===== src/rtl/pipe_ctrl_n.sv =====
// Pipeline control: merges stall requests and memwait into stall/bubble vectors, arbitrates redirects.
// Latency: stall/flush/redirect outputs are combinational; a redirect during a stall is held until release.
// Backpressure: a stall on stage k holds every stage upstream; memwait is bounded by a timeout mask.
module pipe_ctrl_n #(
  parameter int NSTAGES     = 5,
  parameter int ADDR_W      = 32,
  parameter int MEM_STAGE   = 3,
  parameter int FLUSH_DEPTH = 2,
  parameter int MAX_WAIT    = 15
) (
  input  logic               clk,
  input  logic               rst,
  input  logic [NSTAGES-1:0] stallreq_i,
  input  logic               memwait_i,
  input  logic               branch_flag_i,
  input  logic [ADDR_W-1:0]  branch_addr_i,
  input  logic               trap_i,
  input  logic [ADDR_W-1:0]  trap_addr_i,
  output logic               branch_flag_o,
  output logic [ADDR_W-1:0]  branch_addr_o,
  output logic [NSTAGES-1:0] stall_o,
  output logic [NSTAGES-1:0] flush_o,
  output logic               timeout_o,
  output logic [1:0]         state_o
);

  typedef enum logic [1:0] {
    RUN  = 2'd0,
    HOLD = 2'd1
  } state_t;

  state_t              state;
  state_t              state_nxt;
  logic [ADDR_W-1:0]   pend_addr;
  logic [ADDR_W-1:0]   pend_addr_nxt;
  logic [7:0]          wait_cnt;
  logic                mw_mask;

  logic                mw_act;
  logic                wait_last;
  logic [NSTAGES-1:0]  req;
  logic [NSTAGES-1:0]  stall;
  logic [NSTAGES-1:0]  bubble;
  logic [NSTAGES-1:0]  redir_mask;
  logic                stall_any;
  logic                redir_evt;
  logic [ADDR_W-1:0]   redir_tgt;
  logic                issue;
  logic [ADDR_W-1:0]   issue_addr;

  assign mw_act    = memwait_i & ~mw_mask;
  assign wait_last = (wait_cnt == 8'(MAX_WAIT - 1));
  assign req       = stallreq_i | ({{(NSTAGES-1){1'b0}}, mw_act} << MEM_STAGE);
  assign stall_any = stall[0];
  assign redir_evt = trap_i | branch_flag_i;
  assign redir_tgt = trap_i ? trap_addr_i : branch_addr_i;

  // Stall propagation: a stalled stage holds itself and every stage upstream of it.
  always_comb begin
    stall = '0;
    stall[NSTAGES-1] = req[NSTAGES-1];
    for (int k = NSTAGES - 2; k >= 0; k--) begin
      stall[k] = stall[k+1] | req[k];
    end
  end

  // Bubble into the first running stage below a stalled one; redirect flush mask for stages 1..FLUSH_DEPTH.
  always_comb begin
    bubble     = '0;
    redir_mask = '0;
    for (int k = 1; k < NSTAGES; k++) begin
      bubble[k] = stall[k-1] & ~stall[k];
      if (k <= FLUSH_DEPTH) redir_mask[k] = 1'b1;
    end
  end

  // Redirect FSM: issue immediately when the pipe moves, otherwise park the target in HOLD.
  always_comb begin
    state_nxt     = state;
    pend_addr_nxt = pend_addr;
    issue         = 1'b0;
    issue_addr    = '0;
    case (state)
      RUN: begin
        if (redir_evt) begin
          if (!stall_any) begin
            issue      = 1'b1;
            issue_addr = redir_tgt;
          end else begin
            state_nxt     = HOLD;
            pend_addr_nxt = redir_tgt;
          end
        end
      end
      HOLD: begin
        if (stall_any) begin
          // Branches seen while parked are wrong-path; only a trap replaces the target.
          if (trap_i) pend_addr_nxt = trap_addr_i;
        end else begin
          issue      = 1'b1;
          issue_addr = trap_i ? trap_addr_i : pend_addr;
          state_nxt  = RUN;
        end
      end
      default: state_nxt = RUN;
    endcase
  end

  // FSM state and parked redirect target.
  always_ff @(posedge clk or negedge rst) begin
    if (!rst) begin
      state     <= RUN;
      pend_addr <= '0;
    end else begin
      state     <= state_nxt;
      pend_addr <= pend_addr_nxt;
    end
  end

  // Memwait timeout: count unmasked wait cycles, mask memwait after MAX_WAIT until it drops.
  always_ff @(posedge clk or negedge rst) begin
    if (!rst) begin
      wait_cnt <= '0;
      mw_mask  <= 1'b0;
    end else if (!memwait_i) begin
      wait_cnt <= '0;
      mw_mask  <= 1'b0;
    end else if (!mw_mask) begin
      if (wait_last) begin
        wait_cnt <= '0;
        mw_mask  <= 1'b1;
      end else begin
        wait_cnt <= wait_cnt + 8'd1;
      end
    end
  end

  // Outputs are forced quiet while reset is held, whatever the request inputs do.
  always_comb begin
    branch_flag_o = rst & issue;
    branch_addr_o = (rst & issue) ? issue_addr : '0;
    stall_o       = rst ? stall : '0;
    flush_o       = rst ? (bubble | (issue ? redir_mask : '0)) : '0;
    timeout_o     = rst & mw_act & wait_last;
    state_o       = state;
  end

endmodule


===== config.mk =====
export PLATFORM = sky130hd
export DESIGN_NAME = pipe_ctrl_n
export DESIGN_NICKNAME = d
export VERILOG_FILES = /design/src/rtl/pipe_ctrl_n.sv
export SDC_FILE = /design/constraint.sdc
export NUM_CORES = 1
export LEC_CHECK = 0
export BUFFER_PORTS_ARGS = -buffer_cell sky130_fd_sc_hd__buf_2
export CORE_AREA = 4 4 105 107
export CTS_CLUSTER_SIZE = 28
export DETAILED_ROUTE_END_ITERATION = 10
export DIE_AREA = 0 0 109 111
export PLACE_DENSITY = 0.59
export SYNTH_ARGS = -nofsm -noshare
export SYNTH_HDL_FRONTEND = slang
export SYNTH_SLANG_ARGS = --single-unit

===== constraint.sdc =====
create_clock -name clk -period 2.45 [get_ports clk]
set_input_delay 0.245 -clock clk [delete_from_list [all_inputs] [get_ports clk]]
set_output_delay 0.245 -clock clk [all_outputs]
set_load 0.01 [all_outputs]

==> impl_metrics.json, run 1 <==
{
  "initial_core_util": 0.294,
  "ys_async_sr_fraction": 1.00,
  "dr_total_vias": 2831,
  "gp_congestion": 0.777,
  "grt_use_total": 0.137,
  "design.die.area_mm2": 0.0121,
  "ff_latch_area_mm2": 0.00105,
  "post_dp_cell_area_mm2": 0.00373,
  "synth.yosys.seq_area_share": 0.352,
  "run_status": "finished, final reports clean",
  "drv_cap": 0,
  "grt_first_pass_wirelength_mm": 13.7,
  "gr-total-overflow": 0,
  "worstSkewPairLatency_ps": 290,
  "fin_worst_hold_slack_ps": 124,
  "detail_route.first_pass.iterations": 4,
  "antenna_cells_inserted": 0,
  "worst_slack_ps": 203,
  "final-max-slew-violation-count": 0,
  "worstPathMaxFanout": 11,
  "grt_max_degree": 53,
  "hold_buffers": 0,
  "cp_data_required_time_ps": 2200,
  "path_class": "reg2out",
  "share_of_cells_above_drive_strength_1": 0.433,
  "cts.reportedPaths.clkPinSlew_ps": 80,
  "synth-seq-cells": 42,
  "die_w_um": 109,
  "p_total_mw": 1.59,
  "max-clock-path-buffers": 2,
  "critical_path.slowest_cell": "dfrtp_2",
  "fmax_mhz": 445,
  "grt_antenna_before_repair": 3,
  "core.rowCount": 37,
  "period_minus_slack_ps": 2250,
  "critical_path.endpoint_type": "output pin",
  "final_area_mm2": 0.00382,
  "worst_clock_skew_ps": 7.01,
  "cts_sink_cnt": 42,
  "timing.critical_path.cells": "nor2b_4 > nor4b_4 > nand3_4 > buf_4 > a211oi_1 > buf_2",
  "synth.cell_area_mm2": 0.00298,
  "setup_viol": 0,
  "timing.max_slew.rel_slack": 0.589,
  "postSynthCellCount": 301,
  "fin_setup_tns_ps": 0,
  "vias_per_cell": 5.18,
  "worstSetupStartpointType": "flip-flop",
  "worst_ep_arrival_time_ps": 2000,
  "number_of_nets_in_the_layout": 486,
  "ports": 120,
  "ys.flop_type": "dfrtp_1",
  "hpwlAfterDp_mm": 6.18,
  "post-route-period-util": 0.917,
  "synth.yosys.warnings": 0,
  "yosys.cell_types.count": 40,
  "utilization": 0.377,
  "route.detailed.drc": 0,
  "rsz0062_at_grt": "no",
  "fillerInstances": 1028,
  "leakage_nw": 1.95,
  "power_per_cell_area_mw_per_mm2": 416,
  "post-place-ws_ps": 421,
  "hold_path.class": "in2async",
  "flow.area_growth_from_synthesis_pct": 28.2,
  "via_count_of_the_first_global_routing_pass": 2808,
  "hold_violations": 0,
  "place.detailed.instances": 539,
  "antenna_violating_nets_post_route": 0,
  "syn_area_per_cell_um2": 9.91,
  "wire_per_inst_um": 15.4,
  "drtIter0Drc": 151,
  "tritoncts.num_buffers": 5,
  "cts_tree": "yes",
  "port-buffer-count": 117,
  "worst_pin_slew_ps": 617,
  "synth_edf_count": 0,
  "rrSetupSlack_ps": 410,
  "multi_input_area_mm2": 0.00177,
  "critical-path-max-stage-delay_ps": 430,
  "wirelength_mm": 8.42,
  "cts.root.buffer_cell": "clkbuf_8",
  "vdd_ir_drop_max_v": 0.000191,
  "core_area_mm2": 0.0101,
  "floorplan.die.height_um": 111,
  "fin_cells": 547,
  "htree_levels": 2
}
## path summary, 6_finish.rpt
kind                              start           endpoint  cells after the start
min in group clk              memwait_i            mw_mask                      2
max                             mw_mask  branch_addr_o[31]                      6
max in group asynchronous           rst            mw_mask                      2
min                                 rst      pend_addr[30]                      2
min reg2reg                pend_addr[0]       pend_addr[0]                      1
max reg2reg                 wait_cnt[0]        wait_cnt[6]                      7
## flip-flops by register name, indices dropped and copies added (netlist names)
name,cells
state_o,1
wait_cnt,8
mw_mask,1
pend_addr,32
## cell usage after synthesis, drive strengths merged, types with 2 or more instances
cell type	number	area, um2
dfrtp	42	1050
inv	3	11.3
nor3	2	10.0
nor4	3	18.8
and2	3	18.8
nand3	5	37.5
o22ai	31	194
a2bb2oi	32	280
ha	2	25.0
buf	14	96.3
nor2b	5	38.8
and3	3	18.8
nor3b	4	30.0
clkbuf	16	60.1
o21ai	7	35.0
a211oi	32	385
nor2	40	150
a21oi	2	10.0
nand2	7	28.8
a21o	3	22.5
mux2i	32	320
## where the power goes
part	switching, mW	leakage, nW	internal [mW]
registers	0.0350	0.485	0.750
logic	0.183	1.42	0.176
clock network	0.243	0.0452	0.201
## cells in the final DEF (no fill, tap or decap), drive strengths merged
master and count:
a211oi 32, a21o 3, a21oi 2, a221oi 1
a22o 1, a2bb2oi 32, and2 3, and3 3
buf 131, clkbuf 6, clkinv 3, conb 2
dfrtp 42, ha 2, inv 3, mux2i 32
nand2 7, nand3 5, nand4 1, nor2 40
nor2b 5, nor3 2, nor3b 4, nor4 3
nor4b 1, o211a 1, o21a 1, o21ai 7
o22a 1, o22ai 31, o41ai 1, or3 1
or3b 1, xor2 1
## logic make-up (layout without fill, tap and decap cells)
family                     Yosys count  count (layout)  synth area share
muxes                               32              32             0.107
other                                1               2           0.00126
adders and majority gates            2               2           0.00839
xor gates and xnor gates             1               1           0.00294
DFF                                 42              42             0.352
and+or+nand+nor                     76              76             0.133
AOI/OAI and AO/OA                  113             113             0.337
buffers and inverters               34             143            0.0575
## routing by layer
metal / routed length (um) / vias to the layer above / track usage
li1: - / 1365 / -
met1: 3860 / 1355 / 0.181
met2: 3900 / 92 / 0.230
met3: 559 / 13 / 0.0303
met4: 68 / 6 / 0.0261
met5: 34 / - / 0
## worst max-delay path, delay by kind of cell, from the launching register on
kind	cells	cell delay [ps]
DFF	1	430
and+or+nand+nor	3	630
AOI/OAI and AO/OA	1	200
buffers and inverters	2	440
## layout make-up
cell class | instances | share of cell area
inverter | 4 | 0.00425
clock inverter | 2 | 0.00360
timing repair buffer | 131 | 0.190
multi-input combinational | 226 | 0.463
tap | 136 | 0.0445
clock buffer | 6 | 0.0190
sequential | 42 | 0.276
## what timing repair did
action / in CTS / in global routing
gates resized for setup: 0 / 2
buffers inserted: 0 / 0
setup endpoints to repair: 0 / 2
(Power assumes the default switching activity.)
==> run 2, diff against run 1 <==
--- a/config.mk
+++ b/config.mk
@@ -11,6 +11,7 @@
 export DETAILED_ROUTE_END_ITERATION = 10
 export DIE_AREA = 0 0 109 111
 export PLACE_DENSITY = 0.59
+export SETUP_SLACK_MARGIN = 0.4
 export SYNTH_ARGS = -nofsm -noshare
 export SYNTH_HDL_FRONTEND = slang
 export SYNTH_SLANG_ARGS = --single-unit
==> impl_metrics.json, run 2 (synthesis gave the netlist of run 1 again) <==
{
  "grt_first_pass_wirelength_mm": 14.0,
  "cp_data_required_time_ps": 2200,
  "grt_max_degree": 53,
  "power_per_cell_area_mw_per_mm2": 404,
  "detail_route.first_pass.iterations": 4,
  "dr_total_vias": 2866,
  "number_of_nets_in_the_layout": 496,
  "vdd_ir_drop_max_v": 0.000194,
  "worst_pin_slew_ps": 625,
  "antenna_violating_nets_post_route": 0,
  "worstPathMaxFanout": 10,
  "setup_viol": 0,
  "final_area_mm2": 0.00397,
  "worst_slack_ps": 392,
  "gp_congestion": 0.777,
  "wire_per_inst_um": 15.8,
  "core_area_mm2": 0.0101,
  "via_count_of_the_first_global_routing_pass": 2845,
  "rsz0062_at_grt": "yes",
  "max-clock-path-buffers": 2,
  "design.die.area_mm2": 0.0121,
  "post-route-period-util": 0.840,
  "share_of_cells_above_drive_strength_1": 0.454,
  "cts.root.buffer_cell": "clkbuf_8",
  "vias_per_cell": 5.15,
  "largest-register": "pend_addr",
  "timing.max_slew.rel_slack": 0.584,
  "gr-total-overflow": 0,
  "hpwlAfterDp_mm": 6.18,
  "largest_reg_flops": 32,
  "rrSetupSlack_ps": 560,
  "port-buffer-count": 117,
  "cts_sink_cnt": 42,
  "worst_ep_arrival_time_ps": 1810,
  "wirelength_mm": 8.81,
  "fmax_mhz": 486,
  "period_minus_slack_ps": 2060,
  "cts.reportedPaths.clkPinSlew_ps": 80,
  "rr_endpoint": "wait_cnt[6]",
  "fin_setup_tns_ps": 0,
  "final-max-slew-violation-count": 0,
  "path_class": "reg2out",
  "worstSkewPairLatency_ps": 290,
  "drtIter0Drc": 193,
  "route.detailed.drc": 0,
  "ports": 120,
  "hold_violations": 0,
  "drv_cap": 0,
  "layout_top_registers": "pend_addr x32, wait_cnt x8",
  "critical_path.endpoint_type": "output pin",
  "p_total_mw": 1.61,
  "crit_path_start": "mw_mask",
  "worst_setup_path_endpoint": "branch_addr_o[0]",
  "worstSetupStartpointType": "flip-flop",
  "mostFrequentLayoutCell": "buf_2",
  "post_dp_cell_area_mm2": 0.00373,
  "hold_buffers": 0,
  "r2r_start": "wait_cnt[0]",
  "floorplan.die.height_um": 111,
  "most-common-layout-cells": "117 x buf_2, 40 x dfrtp_1, 39 x nor2_1",
  "grt_antenna_before_repair": 3,
  "worst_clock_skew_ps": 7.86,
  "core.rowCount": 37,
  "leakage_nw": 2.03,
  "run_status": "finished, final reports clean",
  "tritoncts.num_buffers": 5,
  "post-place-ws_ps": 421,
  "antenna_cells_inserted": 0,
  "worst-r2r-cell-count": 7,
  "cts_tree": "yes",
  "htree_levels": 2,
  "utilization": 0.392,
  "grt_use_total": 0.140,
  "hold_path.class": "in2async",
  "flow.area_growth_from_synthesis_pct": 33.2,
  "initial_core_util": 0.294,
  "die_w_um": 109
}
[run 2: power breakdown]
part	internal [mW]	switching [mW]	total (mW)
clock network	0.201	0.243	0.444
logic	0.186	0.193	0.378
registers	0.750	0.0328	0.783
[run 2: worst max-delay path: stages (launching register included)]
cell	delay [ps]
dfrtp_2	400
nor2b_4	60
nor4b_4	300
nand3_4	200
buf_8	200
a211oi_1	180
buf_2	170
[run 2: worst min-delay path by stage]
stage	to	from
2_1_floorplan	mw_mask	rst
3_3_place_gp	pend_addr[21]	rst
3_5_place_dp	pend_addr[6]	rst
4_1_cts	pend_addr[30]	rst
5_1_grt	pend_addr[21]	rst
6_report	pend_addr[21]	rst
[run 2: cell type report]
class / count / area (um2)
multi-input cells: 226 / 1800
clock inverters: 2 / 13.8
well taps: 136 / 170
repair buffers: 141 / 845
fillers: 1016 / 6170
clock buffers: 6 / 72.6
inverters: 4 / 16.3
flip-flops and latches: 42 / 1050
[run 2: metrics by stage]
step	instances	hold slack, ps
floorplan	302	-50.6
global placement	539	456
detailed placement	539	464
CTS	551	139
global route	557	172
finish	557	115
[run 2: what timing repair did]
action	in CTS	in global routing
hold endpoints to repair	0	0
pin swaps	2	2
endpoints found under the setup margin	34	55
gates resized for setup	4	10
buffers inserted	4	5
cloned	0	1
[run 2: per-layer routing]
layer	global-route usage	part of all wire	vias up
met5	0	0.0039	-
met4	0.0261	0.0074	6
met3	0.0303	0.065	10
met2	0.235	0.47	96
met1	0.183	0.45	1370
li1	-	-	1384
